$ cat src/rtl/timer_seq_pkg.sv
// Shared types and encodings for the timer sequencer: FSM states, table field codes, timer register map.
package timer_seq_pkg;

  typedef enum logic [2:0] {
    ST_IDLE,
    ST_WR_PER,
    ST_WR_DUTY,
    ST_WR_REP,
    ST_START,
    ST_WAIT
  } state_e;

  localparam logic [1:0] FLD_PERIOD = 2'd0;
  localparam logic [1:0] FLD_DUTY   = 2'd1;
  localparam logic [1:0] FLD_REPEAT = 2'd2;

  localparam logic [1:0] TMR_ADDR_PERIOD = 2'd0;
  localparam logic [1:0] TMR_ADDR_DUTY   = 2'd1;
  localparam logic [1:0] TMR_ADDR_REPEAT = 2'd2;

  // Table field read in a given state; non-write states read the period (used for the skip test)
  function automatic logic [1:0] state_field(state_e s);
    case (s)
      ST_WR_DUTY: return FLD_DUTY;
      ST_WR_REP:  return FLD_REPEAT;
      default:    return FLD_PERIOD;
    endcase
  endfunction

  function automatic logic [1:0] state_addr(state_e s);
    case (s)
      ST_WR_DUTY: return TMR_ADDR_DUTY;
      ST_WR_REP:  return TMR_ADDR_REPEAT;
      default:    return TMR_ADDR_PERIOD;
    endcase
  endfunction

endpackage

$ cat src/rtl/timer_seq_table.sv
// Profile table: N_ENTRY x {period, duty, repeat}; one synchronous write port, one combinational read port.
// Field code 3 is reserved: writes are dropped and reads return 0.
module timer_seq_table
  import timer_seq_pkg::*;
#(
  parameter int DW      = 16,
  parameter int N_ENTRY = 4,
  parameter int IDX_W   = 2
) (
  input  logic             clk_i,
  input  logic             rst_i,
  input  logic             we_i,
  input  logic [IDX_W-1:0] widx_i,
  input  logic [1:0]       wfld_i,
  input  logic [DW-1:0]    wdat_i,
  input  logic [IDX_W-1:0] ridx_i,
  input  logic [1:0]       rfld_i,
  output logic [DW-1:0]    rdat_o
);

  logic [DW-1:0] per_q  [N_ENTRY];
  logic [DW-1:0] duty_q [N_ENTRY];
  logic [DW-1:0] rep_q  [N_ENTRY];

  always_ff @(posedge clk_i or posedge rst_i) begin
    if (rst_i) begin
      for (int i = 0; i < N_ENTRY; i++) begin
        per_q[i]  <= '0;
        duty_q[i] <= '0;
        rep_q[i]  <= '0;
      end
    end else if (we_i) begin
      case (wfld_i)
        FLD_PERIOD: per_q[widx_i]  <= wdat_i;
        FLD_DUTY:   duty_q[widx_i] <= wdat_i;
        FLD_REPEAT: rep_q[widx_i]  <= wdat_i;
        default: ;
      endcase
    end
  end

  always_comb begin
    rdat_o = '0;
    case (rfld_i)
      FLD_PERIOD: rdat_o = per_q[ridx_i];
      FLD_DUTY:   rdat_o = duty_q[ridx_i];
      FLD_REPEAT: rdat_o = rep_q[ridx_i];
      default:    rdat_o = '0;
    endcase
  end

endmodule

$ cat src/rtl/timer_sequencer.sv
// Walks the profile table: per entry writes period/duty/repeat to the timer, pulses start, waits for end.
// Outputs decode only registered state; TSEQ_TIMEOUT_EN adds a WAIT timeout that aborts with o_err.
module timer_sequencer
  import timer_seq_pkg::*;
#(
  parameter int DW      = 16,
  parameter int N_ENTRY = 4,
  parameter int IDX_W   = 2
`ifdef TSEQ_TIMEOUT_EN
  ,
  parameter int TIMEOUT_CYC = 65535
`endif
) (
  input  logic             i_clk,
  input  logic             i_rst,
  input  logic             i_cfg_we,
  input  logic [IDX_W-1:0] i_cfg_idx,
  input  logic [1:0]       i_cfg_field,
  input  logic [DW-1:0]    i_cfg_wdata,
  input  logic [IDX_W-1:0] i_last_idx,
  input  logic             i_loop,
  input  logic             i_go,
  input  logic             i_stop,
  input  logic             i_timer_end,
  output logic             o_tmr_we,
  output logic [1:0]       o_tmr_addr,
  output logic [DW-1:0]    o_tmr_wdata,
  output logic             o_tmr_start,
  output logic             o_busy,
  output logic [IDX_W-1:0] o_idx,
  output logic             o_done,
  output logic             o_err
);

  state_e           state_q;
  logic [IDX_W-1:0] idx_q;
  logic [IDX_W-1:0] last_q;
  logic             loop_q;
  logic             done_q;

  logic [DW-1:0]    rd_dat;
  logic             skip;

  state_e           adv_state_d;
  logic [IDX_W-1:0] adv_idx_d;
  logic             adv_done_d;

`ifdef TSEQ_TIMEOUT_EN
  localparam int CNT_W = $clog2(TIMEOUT_CYC + 1);
  localparam logic [CNT_W-1:0] CNT_TERM = CNT_W'(TIMEOUT_CYC - 1);
  logic [CNT_W-1:0] cnt_q;
  logic             err_q;
`endif

  timer_seq_table #(
    .DW      (DW),
    .N_ENTRY (N_ENTRY),
    .IDX_W   (IDX_W)
  ) u_table (
    .clk_i  (i_clk),
    .rst_i  (i_rst),
    .we_i   (i_cfg_we && (state_q == ST_IDLE)),
    .widx_i (i_cfg_idx),
    .wfld_i (i_cfg_field),
    .wdat_i (i_cfg_wdata),
    .ridx_i (idx_q),
    .rfld_i (state_field(state_q)),
    .rdat_o (rd_dat)
  );

  // A zero-period entry is treated as already ended: it advances from WR_PER without writing
  assign skip = (state_q == ST_WR_PER) && (rd_dat == '0);

  always_comb begin
    adv_state_d = ST_WR_PER;
    adv_idx_d   = '0;
    adv_done_d  = 1'b0;
    if (idx_q < last_q) begin
      adv_idx_d = idx_q + 1'b1;
    end else if (!loop_q) begin
      adv_state_d = ST_IDLE;
      adv_idx_d   = idx_q;
      adv_done_d  = 1'b1;
    end
  end

  always_ff @(posedge i_clk or posedge i_rst) begin
    if (i_rst) begin
      state_q <= ST_IDLE;
      idx_q   <= '0;
      last_q  <= '0;
      loop_q  <= 1'b0;
      done_q  <= 1'b0;
`ifdef TSEQ_TIMEOUT_EN
      cnt_q   <= '0;
      err_q   <= 1'b0;
`endif
    end else begin
      done_q <= 1'b0;
`ifdef TSEQ_TIMEOUT_EN
      err_q  <= 1'b0;
`endif
      if ((state_q != ST_IDLE) && i_stop) begin
        state_q <= ST_IDLE;
      end else begin
        case (state_q)
          ST_IDLE: begin
            if (i_go && !i_stop) begin
              last_q  <= i_last_idx;
              loop_q  <= i_loop;
              idx_q   <= '0;
              state_q <= ST_WR_PER;
            end
          end
          ST_WR_PER: begin
            if (skip) begin
              state_q <= adv_state_d;
              idx_q   <= adv_idx_d;
              done_q  <= adv_done_d;
            end else begin
              state_q <= ST_WR_DUTY;
            end
          end
          ST_WR_DUTY: state_q <= ST_WR_REP;
          ST_WR_REP:  state_q <= ST_START;
          ST_START: begin
            state_q <= ST_WAIT;
`ifdef TSEQ_TIMEOUT_EN
            cnt_q   <= '0;
`endif
          end
          ST_WAIT: begin
            if (i_timer_end) begin
              state_q <= adv_state_d;
              idx_q   <= adv_idx_d;
              done_q  <= adv_done_d;
            end
`ifdef TSEQ_TIMEOUT_EN
            else if (cnt_q == CNT_TERM) begin
              state_q <= ST_IDLE;
              err_q   <= 1'b1;
            end else begin
              cnt_q <= cnt_q + 1'b1;
            end
`endif
          end
          default: state_q <= ST_IDLE;
        endcase
      end
    end
  end

  assign o_tmr_we    = ((state_q == ST_WR_PER) && !skip) ||
                       (state_q == ST_WR_DUTY) || (state_q == ST_WR_REP);
  assign o_tmr_addr  = o_tmr_we ? state_addr(state_q) : 2'd0;
  assign o_tmr_wdata = o_tmr_we ? rd_dat : '0;
  assign o_tmr_start = (state_q == ST_START);
  assign o_busy      = (state_q != ST_IDLE);
  assign o_idx       = idx_q;
  assign o_done      = done_q;
`ifdef TSEQ_TIMEOUT_EN
  assign o_err       = err_q;
`else
  assign o_err       = 1'b0;
`endif

endmodule

$ cat config.mk
export PLATFORM = sky130hd
export DESIGN_NAME = timer_sequencer
export DESIGN_NICKNAME = d
export VERILOG_FILES = /design/src/rtl/timer_seq_pkg.sv /design/src/rtl/timer_seq_table.sv /design/src/rtl/timer_sequencer.sv
export SDC_FILE = /design/constraint.sdc
export NUM_CORES = 1
export LEC_CHECK = 0
export ABC_AREA = 1
export CORE_MARGIN = 2
export CORE_UTILIZATION = 55
export CTS_CLUSTER_SIZE = 16
export DETAILED_ROUTE_END_ITERATION = 12
export HOLD_SLACK_MARGIN = 0.05
export MAX_ROUTING_LAYER = met4
export PLACE_DENSITY = 0.8
export SYNTH_ARGS = -nofsm -noshare
export SYNTH_HDL_FRONTEND = slang
export SYNTH_HIERARCHICAL = 1
export SYNTH_SLANG_ARGS = --single-unit
$ cat constraint.sdc
create_clock -name i_clk -period 14 [get_ports i_clk]
set_clock_uncertainty 0.05 [all_clocks]
set_input_delay 2.8 -clock i_clk [delete_from_list [all_inputs] [get_ports i_clk]]
set_output_delay 2.8 -clock i_clk [all_outputs]
set_load 0.03 [all_outputs]
==> impl_metrics.tcl <==
set metrics [dict create \
    setup_violations 0 \
    powerDensity_nw_per_um2 225 \
    die_w_um 141 \
    finalCriticalPeriod_ps 7460 \
    cp_slowest_cell "buf_4" \
    drt-total-wl_um 25600 \
    status "complete, no violations" \
    vdd_drop_max_uv 100 \
    maxCapViolations 0 \
    postCtsSetupBuffers 0 \
    cts_tree "built" \
    synthDistinctLibCells 27 \
    num-fill-cells 1564 \
    top_usage_layer "met2" \
    hpwlAfterDp_um 16000 \
    drv_slew 0 \
    clk_pin_slew_ps 60 \
    area_growth_syn_to_layout_pct 12.7 \
    cts_max_level 1 \
    grt_antenna_before_repair 0 \
    drive_gt1_share_pct 5.43 \
    drt_iter0_drc 896 \
    yosysSeqAreaShare_pct 49.0 \
    grtUsageTotal_pct 26.8 \
    avgViaCountPerCell 5.27 \
    synthCells 1423 \
    clkSinkCount 201 \
    power_mw 2.60 \
    dieArea_um2 19800 \
    whs_ps 433 \
    firstDrtPassIters 5 \
    place.gp.congestion 0.895 \
    synthesis.nets 1453 \
    final_nets 1470 \
    grt_util_met1_pct 37.5 \
    cts-root-buf "clkbuf_16" \
    overflow 0 \
    final_cells 1684 \
    drcViolationCount 0 \
    path_common_cell "nand2_1" \
    min_to "u_table/per_q[55]" \
    hold_path_depth 2 \
    r2r_start "o_idx[0]" \
    wl_per_cell_um 15.2 \
    cp.required_ps 11150 \
    yosys_register_bits 201 \
    numPortBuffers 52 \
    arrival_ps 4610 \
    dpl.cell_count 1645 \
    power_leakage_nw 5.92 \
    max_slew_margin_pct 9.83 \
    tns_ps 0 \
    syn-mean-instance-area_um2 7.21 \
    grt_use_met2_pct 40.7 \
    reg2reg_to "o_idx[1]" \
    synth_area_um2 10300 \
    vias 8878 \
    critPathCaptureType "primary output" \
    ff2ff_setup_slack_ps 10570 \
    setup_ws_ps 6540 \
    yosysWarningCount 6 \
    rr_worst_depth 15 \
    criticalPathCategory "reg2out" \
    grt_pass1_wl_um 41600 \
    met3_usage_pct 4.24 \
    path_max_fanout 75 \
    initial_utilization_pct 56.5 \
    pre_cts_ws_ps 7170 \
    die_y_um 141 \
    num_antenna_cells 0 \
    cp-start-kind "flop" \
    grt_pass1_vias 8171 \
    hold_class "reg2reg" \
    finalHoldViolations 0 \
    critPathBufInv 5 \
    max_freq_ghz 0.134 \
    rsz0062_at_grt "no" \
    cts.repair.resized 0 \
    core_area_um2 18100 \
    clock_latency_ps 510 \
    path_delay_family "buffers and inverters" \
    placementRows 49 \
    worst_pin_slew_ps 1350 \
    min_from "u_table/per_q[55]" \
    crit_chain "inv_2, buf_4, nand2_1, nand3_1, nand2_1, nand2_1, nand3_1, nor2_1, nand2_1, nor2_1, nand2_1, nand2_4, inv_4, nor2_8, inv_1, clkdlybuf4s50_1" \
    worst_path_largest_cell_delay_ps 730 \
    grt_max_degree 117 \
    cts_buffer_depth 3 \
    cts.hold.buffers_added 0 \
    period_share_pct 53.3 \
    ios 54 \
    ant_nets 0 \
    cts_buffers 22 \
]
==> cell type report <==
class	count	area [um2]	area share, %
clock buffer	37	678	5.87
clock inverter	2	60.1	0.520
inverter	249	942	8.15
multi-input combinational	901	3940	34.1
sequential	201	5030	43.5
tap	229	287	2.48
timing repair buffer	65	618	5.35
==> per-layer routing <==
layer / part of all wire, % / wire [um]
met5: 0 / 0
met4: 2.4 / 623
met3: 7.8 / 2000
met2: 46 / 11700
met1: 44 / 11300
==> worst max path at each step <==
stage	end	slack, ps	start	cells past startpoint
global route	o_tmr_wdata[1]	6300	o_idx[0]	16
finish	o_tmr_we	6540	o_idx[0]	16
CTS	o_tmr_we	6620	o_idx[0]	16
detailed placement	o_tmr_we	7170	o_idx[0]	16
global placement	o_tmr_we	7250	o_idx[0]	16
floorplan	u_table/duty_q[0]	5920	i_rst	1
==> metrics by stage <==
stage / utilization [%] / cell area, um2
floorplan: - / 10300
finish: 63.7 / 11600
detailed placement: 59.6 / 10800
CTS: 63.7 / 11600
global route: 63.7 / 11600
global placement: 59.6 / 10800
==> report_power, final <==
part,internal [mW],total (mW),switching [mW]
sequential,0.840,0.949,0.109
clock,0.364,0.592,0.227
combinational,0.361,1.06,0.696
==> tightest hold or removal path, delay by kind of cell, from the launching register on <==
kind               cells  cell delay (ps)
AOI/OAI and AO/OA      1               60
and+or+nand+nor        1               50
DFF                    1              340
==> registers in the layout, summed over array words and instances, names as in the netlist <==
signal and flops:
o_idx 2, loop_q 1, u_table/duty_q 64, last_q 2
u_table/rep_q 64, state_q 3, o_done 1, u_table/per_q 64
==> synthesized netlist by cell type (all sizes together) <==
master    n  area share, %
dfrtp   201             49
ha        1           0.12
inv     249            9.1
a21oi     3           0.15
nor3      1          0.049
nor3b     1          0.073
nand4     5           0.30
nor2     55            3.0
clkbuf   32            1.2
conb      1          0.037
nand3   121            5.9
o21a      1          0.073
buf      40            2.2
o21ai   195            9.5
nand2   516             19
mux2      1           0.11
==> kinds of logic after synthesis <==
logic type	Yosys count	share of synthesized area (%)
other	1	0.0366
AO/OA/AOI/OAI	199	9.73
AND/OR/NAND/NOR	699	28.4
buffers and inverters	321	12.6
flip-flops	201	49.0
adder cells (fa/ha/maj)	1	0.122
multiplexers	1	0.110
==> layout by cell type, fill, tap and decap left out <==
cell type | Yosys | final
ha_1 | 1 | 1
inv_1 | 244 | 243
conb_1 | 1 | 1
nor2_4 | 7 | 7
o21ai_1 | 15 | 15
nand4_1 | 5 | 5
nand3_1 | 121 | 121
nor3b_1 | 1 | 1
clkbuf_8 | 0 | 5
o21a_1 | 1 | 1
clkdlybuf4s50_1 | 0 | 52
mux2_2 | 1 | 1
nor3_1 | 1 | 1
dfrtp_2 | 0 | 2
inv_2 | 4 | 4
clkbuf_1 | 32 | 9
bufinv_16 | 0 | 2
nor2_8 | 1 | 1
nand2_1 | 512 | 512
a21oi_1 | 3 | 3
inv_4 | 1 | 1
nor2_2 | 15 | 15
clkbuf_16 | 0 | 23
dfrtp_1 | 201 | 199
nand2_4 | 1 | 1
inv_6 | 0 | 1
o21ai_0 | 180 | 180
nand2_2 | 3 | 3
nor2_1 | 32 | 32
buf_4 | 7 | 13
(Power assumes the default switching activity.)
